--- config.mk ---
export PLATFORM = sky130hd
export DESIGN_NAME = serial_adder_fa_flat
export DESIGN_NICKNAME = d
export VERILOG_FILES = /design/src/rtl/serial_adder_fa_if.sv /design/src/rtl/serial_adder_fa.sv /design/src/flat_wrapper.sv
export SDC_FILE = /design/constraint.sdc
export NUM_CORES = 1
export LEC_CHECK = 0
export BUFFER_PORTS_ARGS = -buffer_cell sky130_fd_sc_hd__buf_2
export CAP_MARGIN = 30
export CORE_UTILIZATION = 32
export DETAILED_ROUTE_END_ITERATION = 12
export PLACE_DENSITY_LB_ADDON = 0.15
export SLEW_MARGIN = 5
export SYNTH_ARGS = -nofsm -noshare
export SYNTH_HDL_FRONTEND = slang
export SYNTH_HIERARCHICAL = 1
export SYNTH_SLANG_ARGS = --single-unit
--- constraint.sdc ---
create_clock -name clk -period 3.1 [get_ports clk]
set_input_delay 0.62 -clock clk [delete_from_list [all_inputs] [get_ports clk]]
set_output_delay 0.62 -clock clk [all_outputs]
set_load 0.05 [all_outputs]
--- src/rtl/serial_adder_fa_if.sv ---
// serial_adder_fa_if
//   Request/response bundle for the bit-serial adder.
//   master : drives start/a/b/cin and observes the result (the requester).
//   slave  : the adder itself.
// Signals
//   start    request; only taken when the adder is not busy
//   a, b     WIDTH-bit operands, captured on an accepted start
//   cin      carry-in, captured on an accepted start
//   busy     high while bits are being added
//   done     one-cycle pulse, sum/cout/ovf valid
//   sum      WIDTH-bit result, held until the next completed add
//   cout     carry out of the MSB
//   ovf      signed overflow
//   sum_bit  serial sum bit of the current step (debug), 0 when idle
interface serial_adder_fa_if #(
  parameter int WIDTH = 8
);
  logic             start;
  logic [WIDTH-1:0] a;
  logic [WIDTH-1:0] b;
  logic             cin;
  logic             busy;
  logic             done;
  logic [WIDTH-1:0] sum;
  logic             cout;
  logic             ovf;
  logic             sum_bit;

  modport master (
    output start, a, b, cin,
    input  busy, done, sum, cout, ovf, sum_bit
  );

  modport slave (
    input  start, a, b, cin,
    output busy, done, sum, cout, ovf, sum_bit
  );
endinterface

--- src/rtl/serial_adder_fa.sv ---
// serial_adder_fa
//   Bit-serial WIDTH-bit adder: one full-adder cell plus a carry flop.
//   Operands load in parallel on an accepted start, are added LSB-first one
//   bit per clock, and the result is returned in parallel with carry-out and
//   signed overflow. Legal WIDTH is 2..32.
// Ports
//   clk   single clock, all state on posedge
//   rst   synchronous active-high reset; aborts an add in flight (no done)
//   bus   serial_adder_fa_if.slave (start/a/b/cin in; busy/done/sum/cout/
//         ovf/sum_bit out)
// Timing
//   start accepted at edge k -> busy for the WIDTH cycles after edges
//   k..k+WIDTH-1 -> done in the cycle after edge k+WIDTH. A start seen while
//   in DONE is accepted directly, giving one add per WIDTH+1 cycles.

// Single full-adder cell; the whole datapath reuses this one instance.
module serial_adder_fa_cell (
  input  logic x,
  input  logic y,
  input  logic ci,
  output logic s,
  output logic co
);
  assign s  = x ^ y ^ ci;
  assign co = (x & y) | (ci & (x ^ y));
endmodule

module serial_adder_fa #(
  parameter int WIDTH = 8
) (
  input  logic              clk,
  input  logic              rst,
  serial_adder_fa_if.slave  bus
);
  localparam int CW = $clog2(WIDTH);

  typedef enum logic [1:0] {
    S_IDLE = 2'd0,
    S_ADD  = 2'd1,
    S_DONE = 2'd2
  } state_t;

  state_t state, state_nxt;

  // Operand shift registers drain LSB-first; the result register fills from
  // the MSB side so that after WIDTH steps bit 0 lands in position 0.
  logic [WIDTH-1:0] a_sh;
  logic [WIDTH-1:0] b_sh;
  logic [WIDTH-1:0] res_sh;
  logic             carry;
  logic [CW-1:0]    cnt;

  // Architectural outputs, touched only on the step that enters DONE.
  logic [WIDTH-1:0] sum_q;
  logic             cout_q;
  logic             ovf_q;

  logic fa_s;
  logic fa_co;
  logic in_add;
  logic last;
  logic accept;

  serial_adder_fa_cell u_fa (
    .x  (a_sh[0]),
    .y  (b_sh[0]),
    .ci (carry),
    .s  (fa_s),
    .co (fa_co)
  );

  assign in_add = (state == S_ADD);
  assign last   = in_add && (cnt == CW'(WIDTH - 1));
  // Start is only ignored while adding; in DONE it chains straight into ADD.
  assign accept = bus.start && !in_add;

  // ---------------------------------------------------------------- FSM
  always_ff @(posedge clk) begin
    if (rst) state <= S_IDLE;
    else     state <= state_nxt;
  end

  always_comb begin
    state_nxt = state;
    case (state)
      S_IDLE:  if (bus.start) state_nxt = S_ADD;
      S_ADD:   if (last)      state_nxt = S_DONE;
      S_DONE:  state_nxt = bus.start ? S_ADD : S_IDLE;
      default: state_nxt = S_IDLE;
    endcase
  end

  always_comb begin
    bus.busy    = in_add;
    bus.done    = (state == S_DONE);
    bus.sum_bit = in_add ? fa_s : 1'b0;
    bus.sum     = sum_q;
    bus.cout    = cout_q;
    bus.ovf     = ovf_q;
  end

  // ------------------------------------------------------------ datapath
  always_ff @(posedge clk) begin
    if (rst) begin
      a_sh   <= '0;
      b_sh   <= '0;
      res_sh <= '0;
      carry  <= 1'b0;
      cnt    <= '0;
    end else if (accept) begin
      a_sh   <= bus.a;
      b_sh   <= bus.b;
      res_sh <= '0;
      carry  <= bus.cin;
      cnt    <= '0;
    end else if (in_add) begin
      a_sh   <= a_sh >> 1;
      b_sh   <= b_sh >> 1;
      res_sh <= {fa_s, res_sh[WIDTH-1:1]};
      carry  <= fa_co;
      cnt    <= cnt + CW'(1);
    end
  end

  // The final bit is folded in directly so the result is visible in the
  // same cycle as done. On the last step the carry flop holds the carry into
  // the MSB, so it XOR the cell's carry-out is the signed overflow.
  always_ff @(posedge clk) begin
    if (rst) begin
      sum_q  <= '0;
      cout_q <= 1'b0;
      ovf_q  <= 1'b0;
    end else if (last) begin
      sum_q  <= {fa_s, res_sh[WIDTH-1:1]};
      cout_q <= fa_co;
      ovf_q  <= carry ^ fa_co;
    end
  end
endmodule

--- src/flat_wrapper.sv ---
// flat-port wrapper written by rule: the top's interface ports become plain ports
module serial_adder_fa_flat 
#(
  parameter int WIDTH = 8
)
  (clk, rst, bus_start, bus_a, bus_b, bus_cin, bus_busy, bus_done, bus_sum, bus_cout, bus_ovf, bus_sum_bit);
  serial_adder_fa_if #(.WIDTH(WIDTH)) bus_i ();
  input  logic clk;
  input  logic rst;
  input wire logic [$bits(bus_i.start)-1:0] bus_start;
  input wire logic [$bits(bus_i.a)-1:0] bus_a;
  input wire logic [$bits(bus_i.b)-1:0] bus_b;
  input wire logic [$bits(bus_i.cin)-1:0] bus_cin;
  output wire logic [$bits(bus_i.busy)-1:0] bus_busy;
  output wire logic [$bits(bus_i.done)-1:0] bus_done;
  output wire logic [$bits(bus_i.sum)-1:0] bus_sum;
  output wire logic [$bits(bus_i.cout)-1:0] bus_cout;
  output wire logic [$bits(bus_i.ovf)-1:0] bus_ovf;
  output wire logic [$bits(bus_i.sum_bit)-1:0] bus_sum_bit;
  assign bus_i.start = bus_start;
  assign bus_i.a = bus_a;
  assign bus_i.b = bus_b;
  assign bus_i.cin = bus_cin;
  assign bus_busy = bus_i.busy;
  assign bus_done = bus_i.done;
  assign bus_sum = bus_i.sum;
  assign bus_cout = bus_i.cout;
  assign bus_ovf = bus_i.ovf;
  assign bus_sum_bit = bus_i.sum_bit;
  serial_adder_fa #(.WIDTH(WIDTH)) u_core (.clk(clk), .rst(rst), .bus(bus_i));
endmodule
# After elaboration in Yosys (flattened, before gate mapping)
# Cells that the tools add are included.
[totals]
regBits = 40
in_bits = 20
output_inout_bits = 13
wordCells = 39
[classes]
addsub = 1
n_eq_ne = 5
mux = 11
bitwise = 6
n_reduce_logical = 7
[ops]
columns = ["cell", "n"]
rows = [
  ["2-to-1 mux 8 bit", 4],
  ["case mux 2 bit (3 select lines)", 1],
  ["2-to-1 mux 1 bit", 4],
  ["2-to-1 mux 2 bit", 2],
  ["inequality test 2 bit (second input constant)", 2],
  ["adder 3 x 1 -> 3 bit (second input constant)", 1],
  ["== test 3 bit (second input constant)", 1],
  ["bitwise XOR 1 bit", 3],
  ["bitwise AND 1 bit", 2],
  ["== test 2 x 1 -> 1 bit (second input constant)", 1],
  ["== test 2 bit (second input constant)", 1],
  ["logical AND 1 bit", 2],
  ["zero test 2 bit", 1],
  ["AND reduction 2 bit", 1],
  ["nonzero test 2 bit", 1],
  ["OR reduction 2 bit", 1],
  ["zero test 1 bit", 1],
  ["OR 1 bit", 1],
]

# Depth between registers and ports, before layout
# Gate-level depths: netlist (run 1).
[logic_depth]
depth_word = 5
depth_mapped = 6
ltp_nobuf = 5

# Modules after synthesis
# Netlist (run 1), hierarchy kept.
[modules_own_cells]
columns = ["module", "instances", "cells_per_inst", "area_each_um2", "seq_area_each_um2"]
rows = [
  ["serial_adder_fa", 1, 173, 1607.8, 780.7],
  ["serial_adder_fa_cell", 1, 1, 20.0, 0.0],
]

# Worst setup path after synthesis (run 1)
# Ideal clock, no wire load.
[synth_timing]
kind = "flip-flop to output port"
from = "register u_core.b_sh[0]"
to = "output bus_sum_bit"
t_arrival_ns = 1.237
t_required_ns = 2.480
setup_slack_ns = 1.243
stages_incl_launch_ff = 4
n_path_buf = 0
path_cell_list = "dfxtp_1 -> fa_1 -> nand2_1 -> inv_1"
[synth_via]
elab_chain_cells = 3
[synth_lines]
columns = ["item", "line", "text"]
rows = [
  ["from (decl)", "serial_adder_fa.sv:48", "logic [WIDTH-1:0] b_sh;"],
  ["from (signal assigned)", "serial_adder_fa.sv:112", "b_sh <= bus.b;"],
  ["from (signal assigned)", "serial_adder_fa.sv:118", "b_sh <= b_sh >> 1;"],
  ["bitwise XOR 1 bit (2 in series)", "serial_adder_fa.sv:24", "assign s = x ^ y ^ ci;"],
  ["named net u_core.fa_s", "serial_adder_fa.sv:58", "logic fa_s;"],
  ["2-to-1 mux 1 bit", "serial_adder_fa.sv:96", "bus.sum_bit = in_add ? fa_s : 1'b0;"],
  ["to (decl)", "flat_wrapper.sv:19", "output wire logic [$bits(bus_i.sum_bit)-1:0] bus_sum_bit;"],
]
# The timed path passes the listed nets, and every way through them passes these cells.

# Worst setup path after layout (run 1)
# Ends and elaborated chain as after synthesis.

==> results of run 1 <==
-- metal layers --
| metal | share of wire | up-vias | track usage |
|---|---|---|---|
| li1 | - | 644 | - |
| met1 | 0.50 | 557 | 0.1570 |
| met2 | 0.43 | 31 | 0.2027 |
| met3 | 0.047 | 6 | 0.04252 |
| met4 | 0.017 | 0 | 0.06197 |
| met5 | 0 | - | 0 |
-- through the flow --
| stage | hold slack (ns) | instance area [sq um] |
|---|---|---|
| floorplan | 0.4322 | 1628 |
| finish | 0.4528 | 1866 |
| global placement | 0.4410 | 1784 |
| detailed placement | 0.4444 | 1784 |
| CTS | 0.4545 | 1866 |
| global route | 0.4680 | 1866 |
-- logic make-up after synthesis --
kind of cell | Yosys count | share of synthesized area
and+or+nand+nor | 61 | 0.1522
DFF | 39 | 0.4796
AOI/OAI and AO/OA | 36 | 0.1599
muxes | 17 | 0.1045
buffers and inverters | 16 | 0.06533
adders and majority gates | 3 | 0.02767
xor gates and xnor gates | 2 | 0.01076
-- cells in the final DEF (no fill, tap or decap), types with 2 or more instances in the layout --
cell / n
sky130_fd_sc_hd__nor3_1: 2
sky130_fd_sc_hd__nor2_1: 18
sky130_fd_sc_hd__a211oi_1: 16
sky130_fd_sc_hd__a21oi_1: 9
sky130_fd_sc_hd__dfxtp_1: 39
sky130_fd_sc_hd__mux2i_1: 17
sky130_fd_sc_hd__nand2_1: 36
sky130_fd_sc_hd__clkbuf_8: 5
sky130_fd_sc_hd__xnor2_1: 2
sky130_fd_sc_hd__buf_2: 32
sky130_fd_sc_hd__ha_1: 2
sky130_fd_sc_hd__inv_1: 2
sky130_fd_sc_hd__clkbuf_1: 2
sky130_fd_sc_hd__a21oi_2: 9
-- cell type report --
cell class                      count  area [sq um]
Fill cell                         518          2952
Inverter                            3         11.26
Clock inverter                      1         5.005
Clock buffer                        7         76.32
Multi-Input combinational cell    119         740.7
Tap cell                           67         83.83
Timing Repair Buffer               33         167.7
Sequential cell                    39         780.7
-- worst max-delay path, delay by kind of cell, from the launching register on --
family	cells	cell delay, ns
fa+ha+maj	1	0.56
buf+inv	2	0.31
flops	1	0.33
simple gates	1	0.09
-- worst min-delay path by stage --
stage,to,slack [ns],startpoint
after floorplan,u_core/bus.sum[0],0.43,u_core/res_sh[1]
after global placement,u_core/bus.sum[5],0.44,u_core/bus.sum[5]
after detailed placement,u_core/bus.sum[5],0.44,u_core/bus.sum[5]
after CTS,u_core/bus.sum[5],0.45,u_core/bus.sum[5]
after global routing,u_core/bus.sum[2],0.47,u_core/bus.sum[2]
final,u_core/bus.sum[5],0.45,u_core/bus.sum[5]
-- sequential cells by signal, indices dropped and copies added (netlist names) --
| register | cells |
|---|---|
| u_core/res_sh | 7 |
| u_core/b_sh | 8 |
| u_core/bus.ovf | 1 |
| u_core/cnt | 3 |
| u_core/state | 2 |
| u_core/a_sh | 8 |
| u_core/bus.cout | 1 |
| u_core/bus.sum | 8 |
| u_core/carry | 1 |
-- power breakdown --
group	switching (mW)	total, mW	internal [mW]	leakage (nW)
registers	0.0147	0.539	0.525	0.318
logic	0.0673	0.112	0.0444	0.422
clock network	0.166	0.323	0.158	0.0422
total	0.248	0.974	0.727	0.782
==> summary by stage, run 1 <==
Synthesis
The library cell occupying the most area in the post-synthesis netlist is sky130_fd_sc_hd__dfxtp_1. Of the synthesized area, sequential elements account for 0.4796. Synthesis handed over a netlist of 174 instances. In the synthesized netlist the dominant register cell turns out to be sky130_fd_sc_hd__dfxtp_1.

The most used standard cell by instance count after synthesis is sky130_fd_sc_hd__dfxtp_1. Sorting the synthesized cells by how often they occur yields sky130_fd_sc_hd__dfxtp_1 (39), sky130_fd_sc_hd__nand2_1 (36), sky130_fd_sc_hd__nor2_1 (18), sky130_fd_sc_hd__mux2i_1 (17), sky130_fd_sc_hd__a211oi_1 (16). The count of synthesis-stage warnings from yosys is 6. The area fraction of the dominant cell type after synthesis is 0.4796. Ranked by total cell area, the synthesized netlist is headed by sky130_fd_sc_hd__dfxtp_1 (48%), sky130_fd_sc_hd__mux2i_1 (10%), sky130_fd_sc_hd__nand2_1 (8.3%). The number of different library cells used by synthesis comes to 26. Counting flops with a built-in enable in the synthesized netlist gives 0.

The average instance area after synthesis is 9.355 sq um. The synthesized net count is 197. The fraction of registers with async set/reset is 0. After synthesis the cells add up to 1628 sq um. After synthesis the netlist holds a flip-flop and latch count of 39.

Setup path
Walking the worst path, the cells encountered are fa_1 -> nand2_1 -> inv_1 -> buf_2. The number of cells on the worst reg-to-reg path is 4. STA puts the critical path data required time at 2.48 ns. The startpoint identified for the worst register-to-register timing path is u_core/state[1]. STA classifies the critical path startpoint as a flip-flop. In this run the critical register-to-register path is captured at u_core/cnt[0]. Data arrives at the worst endpoint at 1.58 ns. The critical path starts at u_core/b_sh[0]. The most critical setup path has its endpoint at bus_sum_bit. The startpoint-to-endpoint class of the critical path is flip-flop to output pin. The highest fanout seen on the critical path is 2. The setup check on the worst reg-to-reg path leaves a slack of 1.53 ns. The kind of capture point of the worst setup path is an output pin. Among all stages on the critical path, the largest delay is contributed by sky130_fd_sc_hd__fa_1. The delay of the slowest cell on the worst path is 0.56 ns.

Detailed routing
The detailed router placed 1238 vias in this run. The number of vias per cell after detailed routing is 4.602. Summed over all layers, the routed wires come to 3090 microns. The remaining antenna violation count after routing is 0. The number of DRC markers after the initial detailed-route iteration is 42. In the final routed layout, each cell accounts on average for 11.49 microns. The post-detailed-route DRC marker count is 0. The number of detailed-routing iterations run before antenna repair is 4.

Clock tree
The clock transition at the registers of the reported paths is 0.07 ns. Clock tree synthesis selected as its root buffer the cell sky130_fd_sc_hd__clkbuf_8. The number of buffers on the longest clock path is 2.

The TritonCTS clock tree is built. Clock tree synthesis found a total of 39 sinks. Buffers inserted to repair hold after CTS numbered 0. TritonCTS created 5 clock buffers. The clock tree synthesis step divided the H-tree into 2 levels. The number of post-CTS setup repair buffers is 0.

The post-cts sizing count is 0. The clock latency of the later-clocked register in the worst-skew pair is 0.28 ns.

Timing
In the post-route analysis, the smallest setup slack over all paths is 0.9018 ns. The total of endpoints with negative setup slack in the final report is 0. The final hold violation count was 0.

The share of the clock period used by the worst path is 0.7091. Setup repair after global routing left no endpoint under its margin. For this run, the top clock speed supported by timing is 0.4549 GHz. The shortest clock period the worst path allows after layout is 2.198 ns. Summed over all failing endpoints, the final setup total negative slack is 0 ns.

The remaining max-slew budget at the tightest pin is 0.6214. Across the routed clock network, the largest skew measured is 0.003801 ns. For the pin with the worst max-slew slack, the measured transition is 0.5679 ns. The final max-slew violation count was 0.

Finish
At the end of the flow, the number of nets in the layout was 224. Of the cells placed in the final design, the portion with a size suffix greater than 1 is 0.2475. The post-layout utilization of the core is 0.3873. The area added between synthesis and finish is 14.60%. After the flow finishes, the layout carries non-filler instances totaling 269. The number of antenna diodes is 0.

Placed design
The final weighted congestion of routability-driven global placement is 0.7109. The pre-CTS setup slack is 1.206 ns. The total of buffers placed on input and output ports is 32. Detailed placement ended at an HPWL of 2076 microns. Once placement completed, the tool counted placed cells totaling 261.

Floorplan
The die span in y is 73.32 microns. The floorplan step set the die width to 73.32 microns. The die covers 5376 sq um.

The count of boundary I/O pins is 33. The starting utilization of the core area is 0.3379. The floorplan row count is 25. The core region is 4817 sq um.

Flow run
The number of max-cap violations is 0.

GRT
The number of antenna violations at the first check in global routing was 0. The combined global-route utilization of all metal layers is 0.1283. The total overflow left after global routing is 0. The first global-routing pass estimated 5237 microns of wire. The number of global-route vias before repair is 1174. Entering global routing, the biggest net connects 42 pins.

Pwr
The worst-case IR drop observed on VDD is 0.1736 mV. The power consumption is 0.9744 mW. The analysis attributes to cell leakage a power of 0.7823 nW. The ratio of total power to cell area is 522.3 nW/um^2.

Min path
The worst hold path was traced through 2 stages. The worst hold path class is flip-flop to flip-flop.

Run status
The run finished with clean final reports.
No activity file was read; power rests on OpenSTA's default activity.
==> run 2: changes to the inputs <==
--- a/config.mk
+++ b/config.mk
@@ -5,6 +5,7 @@
 export SDC_FILE = /design/constraint.sdc
 export NUM_CORES = 1
 export LEC_CHECK = 0
+export ABC_AREA = 1
 export BUFFER_PORTS_ARGS = -buffer_cell sky130_fd_sc_hd__buf_2
 export CAP_MARGIN = 30
 export CORE_UTILIZATION = 32
==> constraint.sdc (replaced) <==
create_clock -name clk -period 1.77 [get_ports clk]
set_input_delay 0.354 -clock clk [delete_from_list [all_inputs] [get_ports clk]]
set_output_delay 0.354 -clock clk [all_outputs]
set_load 0.05 [all_outputs]
==> run 2 against run 1 <==
The run now ends with setup timing left. Area after synthesis grew 2.5%. First-iteration DRC count grew 100%. Critical path depth is the same. Non-clock buffer count grew 9. Largest power group unchanged. Die area grew 2.4%. Design area grew 8.5%. Worst setup slack lost 0.96 ns. Sequential cell count is the same. Register-to-register slack lost 1.1 ns. Cell count grew 23%. Synthesized cell count grew 30%. Sequential share of layout area shrank 3.1 points.
==> summary by stage, run 2 <==
Run status
The flow ran to the end, but the final reports show violations. The checks that failed: setup timing.

Synthesis
sky130_fd_sc_hd__nand2_1 is the most common cell in the netlist. The synthesized net count is 250 (+27%). The fraction of the yosys area taken by sequential cells came to 0.4681 (-0.01151). Ranked by instance count, the synthesized netlist is headed by sky130_fd_sc_hd__nand2_1 (66), sky130_fd_sc_hd__nand3_1 (55), sky130_fd_sc_hd__dfxtp_1 (39), sky130_fd_sc_hd__inv_1 (20), sky130_fd_sc_hd__a21oi_1 (12). The synthesized instance count is 227 (+30%). The number of distinct standard cells referenced by the synthesized netlist came to 21 (-19%). The area fraction of the dominant cell type after synthesis was 0.4681 (-0.01151).

In the synthesized netlist the dominant register cell turns out to be sky130_fd_sc_hd__dfxtp_1. The cell area after synthesis is 1668 sq um (+2.5%). The number of flip-flops and latches in the synthesized netlist was 39 (unchanged). The count of synthesis-stage warnings from yosys came to 6 (unchanged).

The fraction of registers with async set/reset is 0 (unchanged). The number of enable flip-flop cells after synthesis is 0 (unchanged). The biggest area contributor in the post-synthesis netlist is sky130_fd_sc_hd__dfxtp_1. The average instance area after synthesis is 7.347 sq um (-21%).

Yosys attributes the largest share of cell area to sky130_fd_sc_hd__dfxtp_1 (47%), sky130_fd_sc_hd__nand3_1 (17%), sky130_fd_sc_hd__nand2_1 (15%).

Placed design
The total of buffers placed on input and output ports is 32 (unchanged). The pre-CTS setup slack was 0.1169 ns (-1.089 ns). The post-detailed-placement half-perimeter wirelength is 2587 microns (+25%). The final weighted congestion of routability-driven global placement is 0.7491 (+5.4%).

Floorplan
The floorplan row count is 25 (unchanged). The starting utilization of the core area is 0.3418 (+0.003873). The width of the die is 74.20 microns (+1.2%). The placeable core area came to 4880 sq um (+1.3%). The die span in y is 74.20 microns (+1.2%). The area of the die is 5505 sq um (+2.4%). The count of boundary I/O pins is 33 (unchanged).

Pwr
The relative contribution of combinational cells to total power was 0.127 (+0.012). The power consumption is 1.742 mW (+79%). The maximum resistive drop on vdd is 0.4889 mV (+180%). The relative contribution of the clock network to total power is 0.342 (+0.010).

The reported leakage power is 1.018 nW (+30%). The ratio of total power to cell area came to 860.9 nW/um^2 (+65%). The internal power is 1.298 mW (+79%). The sequential power share was 0.531 (-0.022). The power dissipated by switching net loads came to 0.4438 mW (+79%). The switching portion of total power was 0.2548 (+0.0006666).

GRT
The combined global-route utilization of all metal layers came to 0.1529 (+0.02468). The global-route track usage on met1 is 0.1985 (+0.04145). The global-route track usage on met3 is 0.03252 (-0.01000). The number of antenna violations at the first check in global routing is 0 (unchanged). The maximum number of pins on one net before global-route repair is 23 (-45%). The first-pass GRT wire length is 6417 microns (+23%).

The global routing stage identified its most utilized layer as met2. The global routing usage on met2 was 0.2495 (+0.04682). The number of global-route vias before repair is 1450 (+24%).

The total congestion overflow is 0 (unchanged).

Detailed routing
The number of detailed-routing iterations run before antenna repair is 4 (unchanged). The number of DRC markers after the initial detailed-route iteration is 86 (+100%). The remaining antenna violation count after routing is 0 (unchanged).

The via total after detailed routing is 1499 (+21%). The number of vias per cell after detailed routing is 4.515 (-1.9%). The post-detailed-routing wire length is 3632 microns (+18%).

The post-detailed-route DRC marker count was 0 (unchanged). The routed wirelength normalized by instance count is 10.94 microns (-4.8%).

Clock tree
The number of buffers inserted by hold repair at cts is 0 (unchanged). The number of clock sinks seen by CTS is 39 (unchanged). The total number of H-tree levels is 2 (unchanged). The number of buffers on the longest clock path is 2 (unchanged).

The TritonCTS buffer count is 5 (unchanged). The clock latency of the later-clocked register in the worst-skew pair is 0.28 ns (about the same). The cell at the root of the clock tree is sky130_fd_sc_hd__clkbuf_8. The TritonCTS clock tree is built.

The clock transition at the registers of the reported paths is 0.07 ns (about the same).

Timing
The final sum of negative setup slack was -0.05813 ns (-0.05813 ns). The final max-slew violation count is 0 (unchanged). The share of the clock period used by the worst path is 1.033. The final hold slack came to 0.2793 ns (-0.1735 ns). The setup slack of the critical path after layout was -0.05813 ns (-0.9599 ns).

The worst setup skew after layout came to 0.003711 ns (-0.00009046 ns). Static timing analysis puts the maximum clock frequency at 0.5470 GHz. The final hold violation count came to 0 (unchanged). Setup repair after global routing could not meet its margin everywhere. The total of endpoints with negative setup slack in the final report is 1 (+1). The remaining max-slew budget at the tightest pin was 0.6978 (+0.07640). The routed design could run at a clock period as short as 1.828 ns.

The slew at the pin closest to its max-slew limit is 0.4532 ns (-0.1147 ns).

Setup path
The family with the most delay on the worst path is adder cells. The highest fanout seen on the critical path came to 2 (unchanged). The largest individual stage delay along the critical path comes from the cell sky130_fd_sc_hd__fa_1. The critical path goes through fa_1 -> inv_2 -> nor2_4 -> buf_8. The endpoint arrival time on the critical path is 1.47 ns (-0.11 ns).

The delay of the slowest cell on the worst path came to 0.55 ns (about the same). The critical path required time is 1.42 ns (-1.06 ns). The register-to-register setup slack is 0.41 ns (-1.12 ns). STA classifies the critical path endpoint as an output pin. The buffers plus inverters on the worst setup path is 2 (unchanged). The worst setup path is of the flip-flop to output pin kind. STA classifies the critical path startpoint as a flip-flop.

Finish
The share of final-layout standard cells stronger than drive strength 1 came to 0.2226 (-0.02488). Leaving out fill and tap cells, the most frequent cells in the layout are sky130_fd_sc_hd__nand2_1 (66), sky130_fd_sc_hd__nand3_1 (55), sky130_fd_sc_hd__dfxtp_1 (37), sky130_fd_sc_hd__buf_2 (30), sky130_fd_sc_hd__inv_1 (19). The number of nets in the finished design is 288 (+29%).

Leaving out fill and tap cells, the most frequent cell in the layout is sky130_fd_sc_hd__nand2_1. The area growth from synthesis to layout is 21.31%. The number of antenna diodes is 0 (unchanged).

Min path
In this run the worst hold path is classified as input pin to flip-flop.

Flow run
The number of max-cap violations is 0 (unchanged).
## run 2: cell types whose count changed after synthesis, sizes merged, moves of 3 or more
cell / delta
nand3: +55
nand2: +31
inv: +19
mux2i: -17
a211oi: -16
nor2: -9
a21oi: -6
o21ai: +4
buf: -3
## run 2: cell type report
| class | instances | area [sq um] |
|---|---|---|
| fillers | 537 | 2856 |
| flip-flops and latches | 39 | 783.3 |
| clock buffers | 6 | 82.58 |
| well taps | 67 | 83.83 |
| repair buffers | 42 | 247.7 |
| clock inverters | 1 | 5.005 |
| inverters | 24 | 90.09 |
| multi-input cells | 153 | 730.7 |
## run 2: worst reg2reg max path, delay by kind of cell (launching register included)
kind / cells / cell delay [ns]
flops: 1 / 0.34
compound gates: 1 / 0.11
fa+ha+maj: 1 / 0.55
simple gates: 1 / 0.10
buf+inv: 3 / 0.20
## run 2: power by group through the flow
stage,combinational [mW],sequential (mW),clock [mW]
2_1_floorplan,0.153,0.941,0
3_3_place_gp,0.213,0.944,0
3_5_place_dp,0.212,0.945,0
4_1_cts,0.222,0.925,0.620
5_1_grt,0.252,0.928,0.659
6_report,0.221,0.925,0.595
## run 2: stage by stage
stage	util	cell area, sq um	instances
finish	0.4146	2023	332
global route	0.4146	2023	332
CTS	0.4133	2017	332
detailed placement	0.3910	1908	324
global placement	0.3910	1908	324
floorplan	-	1670	227
## run 2: logic make-up (layout without fill, tap and decap cells)
logic type | count (synthesis) | in the layout | synth area share
compound gates | 16 | 16 | 0.05026
flops | 39 | 39 | 0.4681
buf+inv | 35 | 73 | 0.09828
simple gates | 132 | 132 | 0.3458
xor+xnor | 2 | 2 | 0.01050
fa+ha+maj | 3 | 3 | 0.02700
## run 2: path summary, 6_finish.rpt
path,start,end,cells past startpoint
worst max-delay path,u_core/a_sh[0],bus_sum_bit,4
worst max register to register,u_core/a_sh[0],u_core/res_sh[7],6
worst min-delay path,rst,u_core/b_sh[7],2
worst min register to register,u_core/res_sh[4],u_core/bus.sum[3],2
## run 2: routing by layer
layer  part of all wire  routed length, microns
met1               0.52                    1900
met2               0.43                    1559
met3              0.036                     132
met4              0.010                      38
met5                  0                       0
## run 2: timing repair
| action | 4_1_cts | 5_1_grt |
|---|---|---|
| cloned | 0 | 0 |
| hold endpoints to repair | 0 | 0 |
| setup buffers | 1 | 0 |
| gates resized for setup | 6 | 2 |
| endpoints found under the setup margin | 1 | 2 |
| pin swaps | 2 | 0 |
==> run 3: changes to the inputs <==
--- a/config.mk
+++ b/config.mk
@@ -10,6 +10,7 @@
 export CAP_MARGIN = 30
 export CORE_UTILIZATION = 32
 export DETAILED_ROUTE_END_ITERATION = 12
+export MAX_ROUTING_LAYER = met4
 export PLACE_DENSITY_LB_ADDON = 0.15
 export SLEW_MARGIN = 5
 export SYNTH_ARGS = -nofsm -noshare
==> constraint.sdc (replaced) <==
create_clock -name clk -period 2 [get_ports clk]
set_input_delay 0.4 -clock clk [delete_from_list [all_inputs] [get_ports clk]]
set_output_delay 0.4 -clock clk [all_outputs]
set_load 0.05 [all_outputs]
==> run 3 against run 2 <==
The run now ends clean. Clock-buffer cell count is 1 higher. Clock power is 16% lower. Cell count is 0.90% lower. Die area stayed put. Register-to-register slack better by 0.28 ns. Global-route usage is 0.45 points lower. Clock skew is 0.0034 ns higher. First-iteration DRC count is 14% lower. Largest power group unchanged.
==> summary by stage, run 3 (synthesis gave the netlist of run 2 again) <==
Run status
The flow ran to the end, and the final reports show no timing, DRC or antenna violations.

Timing
The total of endpoints with negative setup slack in the final report is 0 (-1). The final hold violation count came to 0 (unchanged). The slew at the pin closest to its max-slew limit is 0.4414 ns (-0.01175 ns).

The final sum of negative setup slack is 0 ns (+0.05813 ns). Static timing analysis puts the maximum clock frequency at 0.5268 GHz. The worst setup skew after layout is 0.007100 ns (+0.003389 ns). The remaining max-slew budget at the tightest pin is 0.7057 (+0.007833). Counting I/O delays and the setup requirement, the final critical path takes 1.898 ns. The share of the clock period used by the worst path is 0.9490.

The final max-slew violation count was 0 (unchanged). Setup repair after global routing left no endpoint under its margin.

Detailed routing
The number of detailed-routing iterations run before antenna repair is 4 (unchanged). The post-detailed-routing wire length is 3496 microns (-3.7%). The number of DRC markers after the initial detailed-route iteration is 74 (-14%). The post-detailed-route DRC marker count is 0 (unchanged). The number of vias per cell after detailed routing is 4.404 (-2.5%).

The remaining antenna violation count after routing is 0 (unchanged). The via total after detailed routing is 1449 (-3.3%). The routed wirelength normalized by instance count was 10.63 microns (-2.9%).

GRT
The number of antenna violations at the first check in global routing is 0 (unchanged). The maximum number of pins on one net before global-route repair is 44 (+91%). The combined global-route utilization of all metal layers is 0.1484 (-0.004535). The number of global-route vias before repair is 1328 (-8.4%). The total congestion overflow is 0 (unchanged). The first-pass GRT wire length came to 5947 microns (-7.3%).

Pwr
The maximum resistive drop on vdd is 0.3241 mV (-34%). The switching portion of total power is 0.2571 (+0.002258). The ratio of total power to cell area is 756.6 nW/um^2 (-12%).

The relative contribution of the clock network to total power is 0.333 (-0.009). The sequential power share is 0.544 (+0.013). The power dissipated by switching net loads is 0.3864 mW (-13%).

The internal power is 1.117 mW (-14%). The reported leakage power came to 0.9974 nW (-2.0%). The relative contribution of combinational cells to total power is 0.123 (-0.004).

Setup path
The sort of element at the start of the critical path is a flip-flop. The endpoint arrival time on the critical path is 1.50 ns (+0.03 ns). The highest fanout seen on the critical path was 2 (unchanged). The worst-case reg-to-reg path depth is 8 (+2). Traced cell by cell, the critical path runs through fa_1 -> inv_2 -> nor2_2 -> buf_6. The critical path required time is 1.60 ns (+0.18 ns). The startpoint-to-endpoint class of the critical path is flip-flop to output pin. The worst setup path is captured at an output pin. The cell with the largest stage delay on the worst path is sky130_fd_sc_hd__fa_1. The delay of the slowest cell on the worst path was 0.55 ns (about the same).

Finish
The number of nets in the finished design was 284 (-1.4%). Leaving out fill and tap cells, the most frequent cells in the layout are sky130_fd_sc_hd__nand2_1 (66), sky130_fd_sc_hd__nand3_1 (55), sky130_fd_sc_hd__dfxtp_1 (38), sky130_fd_sc_hd__buf_2 (31), sky130_fd_sc_hd__inv_1 (19). The post-layout utilization of the core came to 0.4072 (-0.007436). The number of antenna diodes came to 0 (unchanged). The area added between synthesis and finish is 19.13%. The library cell used most frequently in the layout, excluding fill and tap cells, is sky130_fd_sc_hd__nand2_1. The share of final-layout standard cells stronger than drive strength 1 is 0.2023 (-0.02035).

Placed design
The final weighted congestion of routability-driven global placement is 0.7051 (-5.9%). The post-detailed-placement half-perimeter wirelength was 2443 microns (-5.6%). The total of buffers placed on input and output ports was 32 (unchanged).

Min path
The worst hold path belongs to the class input pin to flip-flop. The hold path depth is 2 (unchanged).

Floorplan
The placeable core area is 4880 sq um (unchanged). The starting utilization of the core area is 0.3418 (unchanged). The floorplan row count is 25 (unchanged). The die span in y is 74.20 microns (unchanged). The width of the die is 74.20 microns (unchanged). The count of boundary I/O pins is 33 (unchanged).

The area of the die is 5505 sq um (unchanged).

Clock tree
TritonCTS built the clock tree. The clock latency of the later-clocked register in the worst-skew pair came to 0.28 ns (about the same). The total number of H-tree levels is 2 (unchanged). The number of clock sinks seen by CTS is 39 (unchanged). The TritonCTS buffer count is 5 (unchanged). The number of post-CTS setup repair buffers is 0 (-1). The clock transition at the registers of the reported paths is 0.07 ns (about the same). The number of buffers on the longest clock path is 2 (unchanged). The number of buffers inserted by hold repair at cts is 0 (unchanged).

The cell at the root of the clock tree is sky130_fd_sc_hd__clkbuf_8.

Flow run
The number of max-cap violations is 0 (unchanged).
==> run 3: power by group through the flow <==
stage               sequential [mW]  clock [mW]  combinational [mW]
floorplan                     0.833           0               0.134
global placement              0.835           0               0.185
detailed placement            0.835           0               0.185
CTS                           0.817       0.521               0.188
global route                  0.820       0.556               0.212
finish                        0.817       0.500               0.186
==> run 3: final timing paths <==
check	from	to	slack, ns
max	u_core/b_sh[0]	bus_sum_bit	0.10
max reg2reg	u_core/state[1]	u_core/bus.sum[1]	0.69
min reg2reg	u_core/b_sh[7]	u_core/b_sh[7]	0.46
min	rst	u_core/state[0]	0.33
==> run 3: what timing repair did <==
action,4_1_cts,5_1_grt
pin swaps,0,1
resized for setup,2,3
setup endpoints to repair,1,1
==> run 3: critical path: cells and delay by family, from the launching register on <==
family                   cells  cell delay (ns)
adder cells (fa/ha/maj)      1             0.55
flip-flops                   1             0.33
AND/OR/NAND/NOR              1             0.12
buffers and inverters        2             0.22
==> run 3: per-layer routing <==
layer	share of wire	global-route usage	routed length, microns	vias up
met5	0	-	0	-
met1	0.51	0.1883	1771	630
met3	0.041	0.04472	145	2
met2	0.45	0.2263	1561	22
li1	-	-	-	795
met4	0.0054	0.04487	19	0
==> run 3: per-stage QoR <==
step | hold WS [ns] | power [mW] | instance area (sq um) | worst slack [ns] | cells
floorplan | 0.4331 | 0.9670 | 1668 | 0.03611 | 227
global placement | 0.4491 | 1.020 | 1896 | 0.2651 | 321
detailed placement | 0.4512 | 1.020 | 1896 | 0.2590 | 321
CTS | 0.3168 | 1.526 | 1983 | 0.002741 | 329
global route | 0.3260 | 1.588 | 1987 | 0.01368 | 329
finish | 0.3256 | 1.503 | 1987 | 0.1019 | 329
==> run 3: area by class of cell <==
class | instances | area (sq um)
fillers | 563 | 2893
clock buffers | 7 | 76.32
well taps | 67 | 83.83
multi-input cells | 153 | 725.7
flip-flops and latches | 39 | 782.0
repair buffers | 38 | 224.0
clock inverters | 1 | 5.005
inverters | 24 | 90.09
